## config.mk

```make
export PLATFORM = sky130hd
export DESIGN_NAME = div_seq
export DESIGN_NICKNAME = d
export VERILOG_FILES = /design/src/rtl/div_seq.sv
export SDC_FILE = /design/constraint.sdc
export NUM_CORES = 1
export LEC_CHECK = 0
export CAP_MARGIN = 20
export CORE_ASPECT_RATIO = 1.1
export CORE_MARGIN = 2
export CORE_UTILIZATION = 52
export CTS_BUF_LIST = sky130_fd_sc_hd__clkbuf_16
export CTS_CLUSTER_DIAMETER = 60
export DETAILED_ROUTE_END_ITERATION = 7
export PLACE_DENSITY = 0.83
export SLEW_MARGIN = 20
export SYNTH_ARGS = -nofsm -noshare
export SYNTH_HDL_FRONTEND = slang
export SYNTH_SLANG_ARGS = --single-unit
```

## constraint.sdc

```tcl
create_clock -name clk -period 4.85 [get_ports clk]
set_input_delay 1.2125 -clock clk [delete_from_list [all_inputs] [get_ports clk]]
set_output_delay 1.2125 -clock clk [all_outputs]
set_load 0.03 [all_outputs]
```

## src/rtl/div_seq.sv

```systemverilog
// Sequential 32-bit DIV/DIVU: radix-2 restoring divider, 32 RUN cycles, HI=remainder, LO=quotient.
// Define DIV_ZERO_FAST_EN to complete a divide-by-zero directly from accept in one cycle.
module div_seq (
  input  logic        clk,
  input  logic        resetn,
  input  logic        start,
  input  logic        signed_div,
  input  logic        annul,
  input  logic [31:0] dividend,
  input  logic [31:0] divisor,
  output logic        stall,
  output logic        valid,
  output logic [31:0] hi,
  output logic [31:0] lo
);

`ifdef DIV_ZERO_FAST_EN
  localparam bit FAST_DZ = 1'b1;
`else
  localparam bit FAST_DZ = 1'b0;
`endif

  typedef enum logic [1:0] {IDLE, RUN, DONE} state_t;

  state_t      state, state_nxt;
  logic [5:0]  cnt;
  logic [32:0] rem;
  logic [31:0] quo;
  logic [31:0] dvs;
  logic        neg_q, neg_r;

  logic        accept, dz;
  logic [31:0] a_mag, b_mag;
  logic [32:0] rem_sh, rem_step;
  logic [33:0] trial;
  logic [31:0] quo_step;
  logic [31:0] q_fin, r_fin;

  assign accept = (state == IDLE) & start & ~annul;
  assign dz     = (divisor == '0);

  // Magnitudes as unsigned 32-bit values: -0x80000000 maps to 0x80000000 without overflow.
  assign a_mag = (signed_div & dividend[31]) ? (32'd0 - dividend) : dividend;
  assign b_mag = (signed_div & divisor[31])  ? (32'd0 - divisor)  : divisor;

  // One restoring step: shift next dividend bit into the partial remainder, subtract if it fits.
  always_comb begin
    rem_sh   = 33'({rem, quo[31]});
    trial    = {1'b0, rem_sh} - {2'b00, dvs};
    rem_step = rem_sh;
    quo_step = {quo[30:0], 1'b0};
    if (!trial[33]) begin
      rem_step = 33'(trial);
      quo_step = {quo[30:0], 1'b1};
    end
    q_fin = neg_q ? (32'd0 - quo_step) : quo_step;
    r_fin = neg_r ? 32'(33'd0 - rem_step) : 32'(rem_step);
  end

  always_ff @(posedge clk or negedge resetn) begin
    if (!resetn) state <= IDLE;
    else         state <= state_nxt;
  end

  always_comb begin
    state_nxt = state;
    stall     = 1'b0;
    valid     = 1'b0;
    unique case (state)
      IDLE: begin
        if (accept) begin
          stall     = 1'b1;
          state_nxt = (FAST_DZ && dz) ? DONE : RUN;
        end
      end
      RUN: begin
        stall = 1'b1;
        if (annul)              state_nxt = IDLE;
        else if (cnt == 6'd31)  state_nxt = DONE;
      end
      DONE: begin
        valid     = ~annul;
        state_nxt = IDLE;
      end
      default: state_nxt = IDLE;
    endcase
  end

  always_ff @(posedge clk or negedge resetn) begin
    if (!resetn) begin
      cnt   <= '0;
      rem   <= '0;
      quo   <= '0;
      dvs   <= '0;
      neg_q <= 1'b0;
      neg_r <= 1'b0;
      hi    <= '0;
      lo    <= '0;
    end else begin
      if (accept) begin
        cnt   <= '0;
        rem   <= '0;
        quo   <= a_mag;
        dvs   <= b_mag;
        neg_q <= signed_div & (dividend[31] ^ divisor[31]);
        neg_r <= signed_div & dividend[31];
        if (FAST_DZ && dz) begin
          hi <= dividend;
          lo <= (signed_div & dividend[31]) ? 32'd1 : '1;
        end
      end else if (state == RUN && !annul) begin
        rem <= rem_step;
        quo <= quo_step;
        cnt <= cnt + 6'd1;
        // Result registers change only on the RUN->DONE edge, so an annulled divide leaves them intact.
        if (cnt == 6'd31) begin
          hi <= r_fin;
          lo <= q_fin;
        end
      end
    end
  end

endmodule
```

# Yosys cells after proc, flatten, opt, wreduce, memory -nomap -nowiden
# Index checks and enable logic that the tools add are counted.
# classes
n_addsub	6
multipliers	0
div	0
order_cmp	0
n_eq_ne	5
shifts	0
n_mux	19
bitwise_logic	8
n_reduce_logical	6
# op_table
cell	n
$mux 32	9
$sub 1x32->32 const A	4
$sub 33x32->34	1
$mux 6	2
$add 6x1->6 const B	1
$eq 6x5->1 const B	1
$mux 2	3
$and 1x1->1	5
$pmux 2 s2	1
$mux 1	3
$ne 3x3->1 const B	1
$reduce_and 3->1	1
$eq 2x1->1 const B	1
$eq 2x2->1 const B	1
$logic_not 2->1	1
$ne 2x2->1 const B	1
$not 1->1	2
$pmux 1 s2	1
$reduce_and 2->1	1
$reduce_bool 2->1	1
$logic_and 1x1->1	1
$logic_not 1->1	1
$xor 1x1->1	1
# totals
register_bits	170
latch_bits	0
mem_bits_rw	0
romBits	0
out_inout_bits	66
n_memories	0

# Logic depth before layout (Yosys ltp)
# Gate-level depths: netlist of the first run.
# depth
depth_word	5
ltp_mapped	23

# Worst setup path after synthesis of the first run
# No wires, ideal clock.
# synth_timing
path_kind	register to register
from	reg rem[8]
to	reg lo[26]
setup_ns	0.129
arrival_ns	4.919
required_time_ns	4.721
path_slack_ns	-0.198
stages_incl_launch_ff	23
period_less_slack_ns	5.048
path_cell_list	dfrtp_1 ha_1 clkbuf_2 and4_1 and2_1 a22oi_1 a311oi_2 or2_1 buf_6 inv_2 buf_6 buf_2 buf_2 buf_1 ha_1 nand2b_1 or3_1 or2_1 or3_1 or4_1 o31ai_1 xor2_1 o21ai_1
# synth_via
elab_chain_cells	4
# synth_lines
element	line_no	source
start: declaration	27	logic [32:0] rem;
start signal: assignment	112	rem <= rem_step;
$sub 33x32->34	49	trial = {1'b0, rem_sh} - {2'b00, dvs};
$mux 1	52	if (!trial[33]) begin
$sub 1x32->32	56	q_fin = neg_q ? (32'd0 - quo_step) : quo_step;
$mux 32	56	
end signal: assignment	109	lo <= (signed_div & dividend[31]) ? 32'd1 : '1;
end signal: assignment	118	lo <= q_fin;
end: declaration	14	output logic [31:0] lo
# Every way passes these cells.
# A chain may end at the register's enable or synchronous reset.

# Worst setup path after layout of the first run
# layout_timing
from	reg rem[26]
to	reg hi[22]
# layout_via
elab_chain_cells	4
# layout_lines
element	line_no	source
$sub 33x32->34 (*)	49	
$mux 32 (*)	52	
$sub 1x32->32	57	r_fin = neg_r ? 32'(33'd0 - rem_step) : 32'(rem_step);
$mux 32 (*)	57	
end signal: assignment	108	hi <= dividend;
end signal: assignment	117	hi <= r_fin;
end: declaration	13	output logic [31:0] hi,
# Mark *: on every way between the ends. The rest lies on a longest branch, timed or not.

==> flow_metrics.py, run 1 <==
metrics = {
    "sta": {
        "max_freq_mhz": 217,
        "tns_ps": 0,
        "max_slew.worst_pin.slew_ps": 923,
        "setup_viol_count_final": 0,
        "skew_ps": 9.49,
        "hold_violations": 0,
        "slew_headroom": 0.385,
        "layout_min_cycle_time_ps": 4610,
        "final.period_utilization": 0.951,
        "grt_setup_unrepaired": "no",
        "slew_violations": 0,
    },
    "run": {
        "drv_cap": 0,
    },
    "grt": {
        "antenna_found_initial": 0,
        "grt_pass1_vias": 10800,
        "use_met2": 0.461,
        "track_usage": 0.288,
        "busiest_layer": "met2",
        "grt_overflow": 0,
        "met1_usage": 0.388,
        "grt_pass1_wl_mm": 54.9,
        "use_met3": 0.0412,
        "grt_max_degree": 108,
    },
    "yosys": {
        "yosysMostFrequentCell": "o21ai_0",
        "syn_avg_cell_area_sq_um": 8.26,
        "yosys-top-cells-count": "o21ai_0, nand2_1, dfrtp_1, xor2_1, nor2_1",
        "synth_edf_count": 0,
        "ys.flop_type": "dfrtp_1",
        "yosysTopAreaCell": "dfrtp_1",
        "yosysUniqueCellTypes": 77,
        "synthArstFlopShare": 1.00,
        "synth-seq-area-share": 0.366,
        "ys_seq_elements": 170,
        "syn_area_sq_um": 11600,
        "yosysTopAreaCellShare": 0.366,
        "yosys_warnings": 0,
        "synth_nets": 1514,
        "netlist_instances": 1407,
        "yosys-top-cells-area": "dfrtp_1, o21ai_0, nand2_1",
    },
    "cells_and_area": {
        "syn2layout_area_growth_pct": 19.8,
        "drive_above_1_share": 0.0666,
        "diodes": 0,
        "layout.nets": 1626,
    },
    "power": {
        "p_sw_mw": 4.21,
        "p_clk_frac": 0.157,
        "seqPwrFrac": 0.235,
        "sw_frac_of_total": 0.493,
        "share_comb_of_total_power": 0.607,
        "p_int_mw": 4.32,
        "peakVddDrop_mv": 0.385,
        "power_mw": 8.53,
        "power_leakage_nw": 5.78,
        "powerDensity_nw_per_um2": 613,
    },
    "worst_setup_path": {
        "endpoint_kind": "flop",
        "rr_worst_depth": 16,
        "crit_required_ps": 5140,
        "path_delay_family": "simple AND/OR/NAND/NOR gates",
        "cp_cell_sequence": "ha_1 > nand4_1 > or2_0 > or3_1 > a311oi_2 > or2_2 > inv_2 > mux2i_2 > ha_1 > nand2_1 > nor4b_2 > a41oi_1 > or2_2 > o31ai_1 > xnor2_1 > o21ai_0",
        "cp_num_buf_inv": 1,
        "crit_slowest_cell": "dfrtp_1",
        "rr_endpoint": "hi[22]",
        "r2r-start": "rem[26]",
        "cp.arrival_ps": 4900,
        "cp-start-kind": "flop",
        "path_class": "flop to flop",
        "path_max_fanout": 7,
        "cp-startpoint": "rem[26]",
        "cpPeakStageDelay_ps": 460,
        "r2r_slack_ps": 240,
    },
    "floorplan": {
        "die_area_sq_um": 23500,
        "design.core.area_sq_um": 22000,
        "initial_core_util": 0.527,
        "io_pins": 135,
        "row_count": 57,
        "die_w_microns": 147,
        "die_h_microns": 161,
    },
    "clock_network": {
        "cts_buffers": 17,
        "cts_buffer_depth": 2,
        "htree_levels": 4,
        "clk_latency_ps": 440,
        "tritoncts": "built",
        "clkTransAtPathRegs_ps": 70,
        "cts_num_sinks": 170,
        "ctsRootBufferMaster": "clkbuf_16",
        "cts_hold_buf": 0,
    },
    "placed_design": {
        "dp_hpwl_mm": 25.4,
        "gp_congestion": 0.927,
        "io_buffers": 134,
    },
    "detailed_routing": {
        "wire_per_inst_microns": 18.4,
        "drt-total-wl_mm": 33.6,
        "drt_first_pass_iters": 6,
        "avgViaCountPerCell": 6.12,
        "ant_nets": 0,
        "drc": 0,
        "num_vias": 11200,
        "dr.first_iter.drc_count": 1172,
    },
    "min_path": {
        "min_path_type": "flop to flop",
        "worstHoldStart": "hi[9]",
        "min_path_cells": 2,
        "min_to": "hi[9]",
    },
    "status": {
        "outcome": "finished clean",
    },
}
[routing by layer]
layer / wire length [microns] / vias to the layer above
met2: 15600 / 512
met1: 14300 / 5282
met5: 0 / -
li1: - / 5279
met4: 1540 / 0
met3: 2190 / 100
[metrics by stage]
stage               setup WS, ps  std cells  cell area [sq um]  hold WS [ps]   util
floorplan                  -71.8       1407              11600           450      -
global placement             201       1794              13300           456  0.603
detailed placement          70.4       1794              13300           469  0.603
CTS                          128       1825              13800           484  0.628
global route                7.25       1826              13900           507  0.632
finish                       238       1826              13900           475  0.632
[sequential cells by signal, summed over array words and instances, names as in the netlist]
register	cells
dvs	32
quo	32
neg_q	1
cnt	6
neg_r	1
hi	32
lo	32
rem	32
state	2
[power by group through the flow]
| stage | Sequential (mW) | Clock (mW) | Combinational, mW |
|---|---|---|---|
| floorplan | 1.91 | 0 | 3.63 |
| global placement | 1.99 | 0 | 4.90 |
| detailed placement | 2.02 | 0 | 4.97 |
| CTS | 1.99 | 1.34 | 5.02 |
| global route | 2.04 | 1.40 | 5.64 |
| finish | 2.01 | 1.34 | 5.18 |
[cell families after synthesis]
group                      Yosys count  synth area share
muxes                               19            0.0167
adders and majority gates           38            0.0416
AOI/OAI and AO/OA                  446             0.234
DFF                                170             0.366
buffers and inverters              127            0.0441
and+or+nand+nor                    466             0.191
xor gates and xnor gates           141             0.106
[worst register-to-register path: stages, from the launching register on]
cell and delay [ps]:
dfrtp_1 460, ha_1 460, nand4_1 170, or2_0 240
or3_1 370, a311oi_2 220, or2_2 200, inv_2 100
mux2i_2 280, ha_1 230, nand2_1 100, nor4b_2 350
a41oi_1 280, or2_2 380, o31ai_1 260, xnor2_1 210
o21ai_0 140
[how the worst max path moves through the flow]
| stage | end | cells after the start |
|---|---|---|
| 6_report | hi[22] | 16 |
| 3_3_place_gp | dvs[29] | 10 |
| 5_1_grt | lo[26] | 16 |
| 3_5_place_dp | dvs[29] | 10 |
| 2_1_floorplan | lo[26] | 22 |
| 4_1_cts | hi[22] | 16 |
[final cells by class]
cell class	instances	area [sq um]
well taps	295	369
fillers	1889	8120
clock buffers	17	425
repair buffers	169	1620
inverters	51	191
clock inverters	14	135
flip-flops and latches	170	4260
multi-input cells	1110	6920
[what timing repair did]
| action | 4_1_cts | 5_1_grt |
|---|---|---|
| resized for setup | 0 | 13 |
| setup endpoints to repair | 0 | 10 |
| buffers inserted | 0 | 0 |
[cell usage in the layout (no fill, tap or decap), drive strengths merged, types with 18 or more instances in the layout]
| cell type | synthesis | routed |
|---|---|---|
| dfrtp | 170 | 170 |
| clkdlybuf4s50 | 0 | 132 |
| nor3 | 35 | 35 |
| nor2 | 78 | 78 |
| a21oi | 68 | 68 |
| ha | 37 | 37 |
| nand3 | 23 | 23 |
| o21ai | 222 | 222 |
| buf | 21 | 37 |
| a22oi | 32 | 32 |
| nor4 | 18 | 18 |
| xor2 | 82 | 82 |
| or3 | 19 | 19 |
| nand2 | 207 | 207 |
| inv | 51 | 57 |
| xnor2 | 59 | 59 |
(Power assumes the default switching activity.)
==> run 2: changes to the inputs <==
--- a/config.mk
+++ b/config.mk
@@ -7,7 +7,7 @@
 export LEC_CHECK = 0
 export CAP_MARGIN = 20
 export CORE_ASPECT_RATIO = 1.1
-export CORE_MARGIN = 2
+export CORE_MARGIN = 1.5
 export CORE_UTILIZATION = 52
 export CTS_BUF_LIST = sky130_fd_sc_hd__clkbuf_16
 export CTS_CLUSTER_DIAMETER = 60
==> run 2 against run 1 <==
Net effect: global-route usage is 0.40 points higher; first-iteration DRC count down 8.3%; sequential share of layout area barely moved; register-to-register slack got worse by 40 ps; flip-flop and latch count stayed put; core utilization hardly changed.
==> flow_metrics.py, run 2 (synthesized netlist as in run 1, its figures left out) <==
metrics = {
    "worst_setup_path": {
        "r2r-start": "rem[11]",
        "crit_slowest_cell": "or4_1",
        "cpPeakStageDelay_ps": 510,
        "path_delay_family": "simple AND/OR/NAND/NOR gates",
        "crit_required_ps": 5150,
        "cp.arrival_ps": 4950,
        "path_max_fanout": 41,
        "endpoint_kind": "flop",
        "cp-startpoint": "rem[11]",
        "cp_cell_sequence": "ha_1 > and4_1 > and2_1 > a22oi_2 > a311oi_2 > or2_2 > inv_2 > buf_4 > nand3_1 > or3_1 > or4_1 > o41ai_2 > xor2_1 > o21ai_0",
        "cp-start-kind": "flop",
        "cp_num_buf_inv": 2,
        "path_class": "flop to flop",
    },
    "sta": {
        "skew_ps": 15.0,
        "finalWorstSetupSlack_ps": 198,
        "final.period_utilization": 0.959,
        "max_freq_mhz": 215,
        "slew_violations": 0,
        "max_slew.worst_pin.slew_ps": 965,
        "hold_violations": 0,
        "grt_setup_unrepaired": "no",
        "setup_viol_count_final": 0,
        "layout_min_cycle_time_ps": 4650,
        "slew_headroom": 0.357,
    },
    "clock_network": {
        "clkTransAtPathRegs_ps": 70,
        "postCtsSetupBuffers": 0,
        "cts_num_sinks": 170,
        "clk_latency_ps": 460,
        "cts_hold_buf": 0,
        "htree_levels": 4,
        "cts_buffers": 17,
        "ctsRootBufferMaster": "clkbuf_16",
        "tritoncts": "built",
        "cts_buffer_depth": 2,
    },
    "power": {
        "power_leakage_nw": 5.78,
        "powerDensity_nw_per_um2": 616,
        "peakVddDrop_mv": 0.356,
    },
    "placed_design": {
        "place_ws_ps": 150,
        "dp_hpwl_mm": 24.8,
        "gp_congestion": 0.921,
        "dpl-instance-area_sq_um": 13300,
        "io_buffers": 134,
    },
    "min_path": {
        "worstHoldStart": "hi[13]",
        "min_path_type": "flop to flop",
    },
    "floorplan": {
        "die_area_sq_um": 23200,
        "io_pins": 135,
        "die_w_microns": 146,
        "die_h_microns": 160,
        "initial_core_util": 0.527,
        "design.core.area_sq_um": 22000,
        "row_count": 57,
    },
    "cells_and_area": {
        "most-common-layout-cells": "o21ai_0, nand2_1, dfrtp_1",
        "layout_commonest_cell": "o21ai_0",
        "syn2layout_area_growth_pct": 19.8,
        "layout.nets": 1622,
        "diodes": 0,
        "utilization": 0.631,
        "drive_above_1_share": 0.0635,
        "filler_cell_count": 1875,
        "final_area_sq_um": 13900,
    },
    "detailed_routing": {
        "drt_first_pass_iters": 6,
        "drt-total-wl_mm": 33.4,
        "dr.first_iter.drc_count": 1075,
        "avgViaCountPerCell": 6.02,
        "wire_per_inst_microns": 18.3,
        "num_vias": 11000,
        "drc": 0,
        "ant_nets": 0,
    },
    "grt": {
        "grt_pass1_wl_mm": 54.8,
        "grt_pass1_vias": 10400,
        "grt_max_degree": 100,
        "antenna_found_initial": 0,
        "track_usage": 0.292,
        "grt_overflow": 0,
    },
    "run": {
        "drv_cap": 0,
    },
    "status": {
        "outcome": "finished clean",
    },
}
-- run 2: cell types whose count changed in the layout (fill, tap and decap cells not counted), sizes merged --
cell      change
buf           -4
clkinv        -5
clkinvlp      +3
inv           +3
-- run 2: stage by stage --
step | TNS, ps | power [mW] | hold slack (ps) | instances
floorplan | -94.3 | 5.54 | 450 | 1407
global placement | 0 | 6.92 | 454 | 1791
detailed placement | 0 | 6.98 | 469 | 1791
CTS | 0 | 8.41 | 484 | 1823
global route | 0 | 9.14 | 500 | 1823
finish | 0 | 8.57 | 479 | 1823
-- run 2: path summary, 6_finish.rpt --
| check | end | slack [ps] | cells past startpoint |
|---|---|---|---|
| min | hi[13] | 480 | 2 |
| max | lo[27] | 200 | 14 |
| max reg2reg | lo[27] | 200 | 14 |
| min reg2reg | hi[13] | 480 | 2 |
| max in group asynchronous | rem[31] | 3040 | 2 |
| min in group asynchronous | dvs[8] | 870 | 1 |
-- run 2: layout make-up --
| type | instances | area (sq um) | share of cell area |
|---|---|---|---|
| clock buffers | 17 | 425 | 0.0306 |
| clock inverters | 15 | 171 | 0.0123 |
| inverters | 51 | 191 | 0.0138 |
| multi-input cells | 1110 | 6910 | 0.497 |
| flip-flops and latches | 170 | 4250 | 0.306 |
| well taps | 295 | 369 | 0.0265 |
| repair buffers | 165 | 1590 | 0.114 |
-- run 2: power by group --
group / leakage (nW) / total, mW / switching [mW] / internal (mW)
clock network: 0.285 / 1.41 / 0.674 / 0.737
registers: 2.26 / 2.01 / 0.342 / 1.67
logic: 3.24 / 5.15 / 3.23 / 1.92
total: 5.78 / 8.57 / 4.24 / 4.33
-- run 2: layer usage --
layer / wire (microns) / global-route usage / vias to the layer above
li1: - / - / 5264
met1: 14300 / 0.395 / 5139
met2: 15600 / 0.465 / 477
met3: 2260 / 0.0463 / 94
met4: 1230 / 0.126 / 0
met5: 0 / 0 / -
-- run 2: timing repair --
action / CTS / global route
setup endpoints to repair: 0 / 12
endpoints found under the hold margin: 0 / 0
resized for setup: 0 / 10
-- run 2: tightest hold or removal path, cell delays in order (launching register included) --
cell and delay [ps]:
dfrtp_1 340, nand2_1 40, o21ai_0 60
